File: src/rtl/atan_octant_angle_pkg.sv
// Shared constants for the ratio/octant pattern matcher and the atan angle stage.
// BAM angles: 16-bit, 32768 = pi, wrapping mod 2^16.
package atan_octant_angle_pkg;

    typedef logic [15:0] bam_t;

    localparam bam_t BAM_PI      = 16'd32768;
    localparam bam_t BAM_HALF_PI = 16'd16384;
    localparam bam_t BAM_QTR_PI  = 16'd8192;

    localparam int unsigned RATIO_ONE_DEFAULT = 128;   // Q1.7 code for 1.0
    localparam int unsigned ATAN_C_DEFAULT    = 2847;  // 0.273*(4/pi)*8192

    // Octant codes produced by the pattern matcher; each selects one fold of a.
    typedef enum logic [2:0] {
        CASE_Q3_NEAR_X = 3'd0,  // -pi + a
        CASE_Q1_NEAR_X = 3'd1,  //  a
        CASE_Q2_NEAR_X = 3'd2,  //  pi - a
        CASE_Q4_NEAR_X = 3'd3,  // -a
        CASE_Q3_NEAR_Y = 3'd4,  // -pi/2 - a
        CASE_Q1_NEAR_Y = 3'd5,  //  pi/2 - a
        CASE_Q2_NEAR_Y = 3'd6,  //  pi/2 + a
        CASE_NEG_Y_FAR = 3'd7   // -pi/2 + a
    } case_flag_e;

endpackage

File: src/rtl/atan_octant_angle_if.sv
// Streaming ratio/flag in, BAM angle out. No backpressure.
interface atan_octant_angle_if;
    import atan_octant_angle_pkg::*;

    logic       val_i;
    logic [7:0] ratio_i;
    logic [2:0] case_flag_i;
    bam_t       angle_o;
    logic       val_o;

    modport master (output val_i, ratio_i, case_flag_i, input angle_o, val_o);
    modport slave  (input val_i, ratio_i, case_flag_i, output angle_o, val_o);
endinterface

File: src/rtl/atan_octant_angle_poly_core.sv
// atan_poly_core: clamp (S1), x*(1-x) product (S2), polynomial sum (S3).
// Optional macro ATAN_ROUND_EN: round half up on the coefficient term instead of truncating.
module atan_poly_core
    import atan_octant_angle_pkg::*;
#(
    parameter int unsigned ATAN_C    = ATAN_C_DEFAULT,
    parameter int unsigned RATIO_ONE = RATIO_ONE_DEFAULT
) (
    input  logic        clk,
    input  logic        rst,
    input  logic        valid,
    input  logic [7:0]  ratio,
    input  case_flag_e  case_flag,
    output logic        out_valid,
    output logic [13:0] poly,
    output case_flag_e  out_flag
);

    localparam logic [7:0] ONE = 8'(RATIO_ONE);
`ifdef ATAN_ROUND_EN
    localparam logic [23:0] ROUND_BIAS = 24'd8192;
`else
    localparam logic [23:0] ROUND_BIAS = 24'd0;
`endif

    logic       v1, v2, v3;
    logic [7:0] x_clamped;
    logic [7:0] x1, omx1, x2;
    logic [13:0] p2;
    logic [9:0]  corr;
    case_flag_e  f1, f2, f3;
    logic [13:0] a3;

    // Ratios above 1.0 saturate at 1.0.
    always_comb begin
        x_clamped = (ratio > ONE) ? ONE : ratio;
    end

    // Coefficient term (ATAN_C*p)>>14; at most 711, so 10 bits suffice.
    always_comb begin
        corr = 10'((24'(ATAN_C) * {10'b0, p2} + ROUND_BIAS) >> 14);
    end

    // Valid pipeline; reset discards anything in flight.
    always_ff @(posedge clk) begin
        if (rst) begin
            v1 <= 1'b0;
            v2 <= 1'b0;
            v3 <= 1'b0;
        end else begin
            v1 <= valid;
            v2 <= v1;
            v3 <= v2;
        end
    end

    // S1: register clamped x, its complement and the flag.
    always_ff @(posedge clk) begin
        if (valid) begin
            x1   <= x_clamped;
            omx1 <= ONE - x_clamped;
            f1   <= case_flag;
        end
    end

    // S2: p = x*(1-x), peaks at 4096 for x = 64.
    always_ff @(posedge clk) begin
        if (v1) begin
            p2 <= {6'b0, x1} * {6'b0, omx1};
            x2 <= x1;
            f2 <= f1;
        end
    end

    // S3: a = (pi/4)x + c*x(1-x) in BAM units, 0..8192.
    always_ff @(posedge clk) begin
        if (v2) begin
            a3 <= {x2, 6'b0} + {4'b0, corr};
            f3 <= f2;
        end
    end

    assign out_valid = v3;
    assign poly      = a3;
    assign out_flag  = f3;

endmodule

File: src/rtl/atan_octant_angle.sv
// atan_octant_angle: 4-stage atan approximation plus octant fold to a full-circle BAM angle.
// Optional macro ATAN_ROUND_EN (passed through to atan_poly_core) selects rounding in S3.
module atan_octant_angle
    import atan_octant_angle_pkg::*;
#(
    parameter int unsigned ATAN_C    = ATAN_C_DEFAULT,
    parameter int unsigned RATIO_ONE = RATIO_ONE_DEFAULT
) (
    input  logic                clk,
    input  logic                rst,
    atan_octant_angle_if.slave  bus
);

    logic        v3;
    logic [13:0] a3;
    case_flag_e  f3;
    bam_t        a16;
    bam_t        folded;

    atan_poly_core #(
        .ATAN_C    (ATAN_C),
        .RATIO_ONE (RATIO_ONE)
    ) u_core (
        .clk       (clk),
        .rst       (rst),
        .valid     (bus.val_i),
        .ratio     (bus.ratio_i),
        .case_flag (case_flag_e'(bus.case_flag_i)),
        .out_valid (v3),
        .poly      (a3),
        .out_flag  (f3)
    );

    // S4 fold: every case is a modular add/subtract of a against a pi/2 multiple.
    always_comb begin
        a16    = {2'b0, a3};
        folded = '0;
        unique case (f3)
            CASE_Q3_NEAR_X: folded = BAM_PI + a16;
            CASE_Q1_NEAR_X: folded = a16;
            CASE_Q2_NEAR_X: folded = BAM_PI - a16;
            CASE_Q4_NEAR_X: folded = '0 - a16;
            CASE_Q3_NEAR_Y: folded = (BAM_PI + BAM_HALF_PI) - a16;
            CASE_Q1_NEAR_Y: folded = BAM_HALF_PI - a16;
            CASE_Q2_NEAR_Y: folded = BAM_HALF_PI + a16;
            CASE_NEG_Y_FAR: folded = (BAM_PI + BAM_HALF_PI) + a16;
        endcase
    end

    // Output register: angle holds between valid pulses.
    always_ff @(posedge clk) begin
        if (rst) begin
            bus.val_o   <= 1'b0;
            bus.angle_o <= '0;
        end else begin
            bus.val_o <= v3;
            if (v3) begin
                bus.angle_o <= folded;
            end
        end
    end

endmodule

File: src/flat_wrapper.sv
// flat-port wrapper written by rule: the top's interface ports become plain ports
module atan_octant_angle_flat import atan_octant_angle_pkg::*;
#(
    parameter int unsigned ATAN_C    = ATAN_C_DEFAULT,
    parameter int unsigned RATIO_ONE = RATIO_ONE_DEFAULT
)
  (clk, rst, bus_val_i, bus_ratio_i, bus_case_flag_i, bus_angle_o, bus_val_o);
  atan_octant_angle_if bus_i ();
  input  logic clk;
  input  logic rst;
  input wire logic [$bits(bus_i.val_i)-1:0] bus_val_i;
  input wire logic [$bits(bus_i.ratio_i)-1:0] bus_ratio_i;
  input wire logic [$bits(bus_i.case_flag_i)-1:0] bus_case_flag_i;
  output wire logic [$bits(bus_i.angle_o)-1:0] bus_angle_o;
  output wire logic [$bits(bus_i.val_o)-1:0] bus_val_o;
  assign bus_i.val_i = bus_val_i;
  assign bus_i.ratio_i = bus_ratio_i;
  assign bus_i.case_flag_i = bus_case_flag_i;
  assign bus_angle_o = bus_i.angle_o;
  assign bus_val_o = bus_i.val_o;
  atan_octant_angle #(.ATAN_C(ATAN_C), .RATIO_ONE(RATIO_ONE)) u_core (.clk(clk), .rst(rst), .bus(bus_i));
endmodule
File: config.mk
export PLATFORM = sky130hd
export DESIGN_NAME = atan_octant_angle_flat
export DESIGN_NICKNAME = d
export VERILOG_FILES = /design/src/rtl/atan_octant_angle_pkg.sv /design/src/rtl/atan_octant_angle_if.sv /design/src/rtl/atan_octant_angle_poly_core.sv /design/src/rtl/atan_octant_angle.sv /design/src/flat_wrapper.sv
export SDC_FILE = /design/constraint.sdc
export NUM_CORES = 1
export LEC_CHECK = 0
export ABC_CLOCK_PERIOD_IN_PS = 7900
export BUFFER_PORTS_ARGS = -buffer_cell sky130_fd_sc_hd__buf_2
export CORE_UTILIZATION = 54
export CTS_CLUSTER_DIAMETER = 150
export DETAILED_ROUTE_END_ITERATION = 16
export GPL_TIMING_DRIVEN = 0
export PLACE_DENSITY = 0.78
export SLEW_MARGIN = 20
export SYNTH_ARGS = -nofsm -noshare
export SYNTH_HDL_FRONTEND = slang
export SYNTH_SLANG_ARGS = --single-unit
export TNS_END_PERCENT = 5
File: constraint.sdc
create_clock -name clk -period 7.9 [get_ports clk]
set_clock_uncertainty 0.2 [all_clocks]
set_input_delay 0.79 -clock clk [delete_from_list [all_inputs] [get_ports clk]]
set_output_delay 0.79 -clock clk [all_outputs]
set_load 0.05 [all_outputs]
==> flow_summary.toml <==
[run_status]
outcome = "finished clean"

[logic_synthesis]
synth_area_leaders = "fa_1 24%, edfxtp_1 22%, ha_1 18%"
synth.largest_area_cell = "fa_1"
synth-edff-count = 59
synth.avg_cell_area_um2 = 10.6
syn_area_um2 = 8110
async_flop_share_pct = 0
syn_inst = 762
ys_warn_count = 0
ys_ff_latch = 79
synth-seq-area-share_pct = 26.8
synth_top_cell_area_share_pct = 24.4
synthFlopType = "edfxtp_1"
synthDistinctLibCells = 48
syn_nets = 994

[worst_setup_path]
critPathMostFrequentCell = "fa_1"
path_max_fanout = 8
cp_data_arrival_time_ns = 6.43
slowest_stage = "edfxtp_1"
crit_chain = "ha_1 > fa_1 > fa_1 > fa_1 > inv_1 > fa_1 > inv_1 > ha_1 > and3_1 > a221oi_1 > o21ai_0 > a21o_1 > a211o_1 > xor2_1 > ha_1 > fa_1 > a21o_1 > a21oi_1 > nor2_1 > xor2_1"
critPathKind = "flip-flop to flip-flop"
critPathLaunchType = "flip-flop"
startpoint = "u_core.u_core.p2[6]"
critPathMaxStageDelay_ns = 0.57
cp.required_ns = 7.79
r2r-start = "u_core.u_core.p2[6]"
cp-end-kind = "flip-flop"

[cts]
clk_path_buf_depth = 2
cts-htree-levels = 3
cts_buffers = 9
cts_tree = "yes"
cts_num_sinks = 79
clock_latency_ns = 0.34
clock-root-buffer = "clkbuf_16"
cts_hold_buf = 0
post_cts_buffers = 0
postCtsResizedCells = 0
clk_pin_slew_ns = 0.06

[global_route]
antenna_found_initial = 0
grtUsageTotal_pct = 20.5
grt_pass1_vias = 5528
grt-ovfl-total = 0
grt_pass1_wl_um = 25800
grt_max_degree = 26

[sta]
finalCriticalPeriod_ns = 6.54
fin_crit_sh_pct = 82.7
fin_setup_tns_ns = 0
max_slew_margin_pct = 33.5
setup_viol = 0
rsz0062_at_grt = "false"
slew_violations = 0
tightest_slew_ns = 0.997
final-hold-violation-count = 0
clock.fmax_ghz = 0.153

[detailed_routing]
wl_um = 14500
wl_per_cell_um = 14.6
drc = 0
avgViaCountPerCell = 5.30
drtPass1Iterations = 4
ant_nets = 0
routed-via-count = 5246
drtIter0Drc = 317

[final_layout]
nNetsFinal = 1033
final_cell_mix = "166 x inv_1, 119 x ha_1, 99 x fa_1, 59 x edfxtp_1, 46 x nand2_1"
antennaDiodeCount = 0
fillers = 1194
final_common_cell = "inv_1"
drive_above_1_share_pct = 5.96
syn_to_final_growth_pct = 8.23

[placement]
dpl.hpwl_um = 11800
gp_congestion = 0.840
port_buffers = 28

[floorplanning]
start_util_pct = 55.6
io_pins = 31
coreArea_um2 = 14600
die_w_um = 125
rows = 44
dieArea_um2 = 15500
die_y_um = 125

[flow_run]
drv_cap = 0

[worst_hold_path]
hold_start = "u_core.u_core.f2[2]"
hp-class = "flip-flop to flip-flop"
synth_stat cells, types with 2 or more instances:
master and n:
nand2b_1 7, o211ai_1 2, nand2_1 46, and3_1 5, a21o_1 8, nor2_1 29, fa_1 99, edfxtp_1 59
ha_1 119, nand3_1 3, a41oi_1 2, xor2_1 17, a21oi_1 16, o21ai_0 15, nor2b_1 11, o31ai_1 4
or3_1 5, dfxtp_1 20, a211oi_1 10, a311oi_2 2, xnor2_1 31, inv_1 166, a311oi_1 6, o2111ai_1 2
o21a_1 2, mux2i_1 2, nor3_1 10, a31oi_1 2, a211o_1 2, and2_1 34, clkbuf_1 9
per-stage QoR:
stage               hold slack [ns]  util (%)  instance area (um^2)  worst slack, ns  instances
finish                        0.222      60.1                  8770             1.36        990
global route                  0.233      60.1                  8770             1.03        990
CTS                           0.221      60.1                  8770             1.34        990
detailed placement            0.208      58.1                  8480             1.37        974
global placement              0.204      58.1                  8480             1.40        974
floorplan                     0.200         -                  8110             1.73        762
flip-flops by register name, indices dropped and copies added, names as in the netlist:
name / cells
u_core.u_core.out_flag: 3
u_core.u_core.v2: 1
u_core.u_core.x2: 8
u_core.u_core.omx1: 7
u_core.u_core.v1: 1
u_core.u_core.poly: 14
u_core.u_core.x1: 8
u_core.bus.angle_o: 16
u_core.u_core.p2: 13
u_core.u_core.out_valid: 1
u_core.bus.val_o: 1
u_core.u_core.f2: 3
u_core.u_core.f1: 3
cell type report:
cell class | count | area [um^2] | share of cell area [%]
Sequential cell | 79 | 2170 | 24.8
Inverter | 166 | 623 | 7.10
Clock buffer | 9 | 225 | 2.57
Clock inverter | 7 | 71.3 | 0.813
Buffer | 10 | 37.5 | 0.428
Multi-Input combinational cell | 507 | 5270 | 60.1
Tap cell | 184 | 230 | 2.62
Timing Repair Buffer | 28 | 140 | 1.60
critical path, delay by kind of cell, from the launching register on:
kind | cells | cell delay, ns
AND/OR/NAND/NOR | 2 | 0.31
XOR/XNOR | 2 | 0.28
adder cells (fa/ha/maj) | 8 | 3.44
flip-flops | 1 | 0.57
buffers and inverters | 2 | 0.09
AO/OA/AOI/OAI | 6 | 1.40
worst paths after layout:
path	endpoint	slack (ns)	cells after the start
setup / recovery	u_core.u_core.poly[12]	1.36	20
hold / removal	u_core.u_core.out_flag[2]	0.22	0
setup reg to reg	u_core.u_core.poly[12]	1.36	20
hold reg to reg	u_core.u_core.out_flag[2]	0.22	0
cell families after synthesis:
logic type | count (synthesis) | share of synthesized area, %
fa+ha+maj | 218 | 42.8
compound gates | 83 | 7.22
flops | 79 | 26.8
buf+inv | 176 | 8.15
mux | 2 | 0.247
xor+xnor | 48 | 5.19
simple gates | 156 | 9.58
metal layers:
metal | vias up | global-route usage, % | wire [um]
met3 | 17 | 3.69 | 420
met1 | 2579 | 25.8 | 6420
li1 | 2563 | - | -
met5 | - | 0 | 0
met2 | 87 | 36.8 | 7450
met4 | 0 | 4.39 | 166
Power is left out: the tool's default activity adds up to more than one toggle a clock period on the data nets, which glitch-free logic cannot reach.
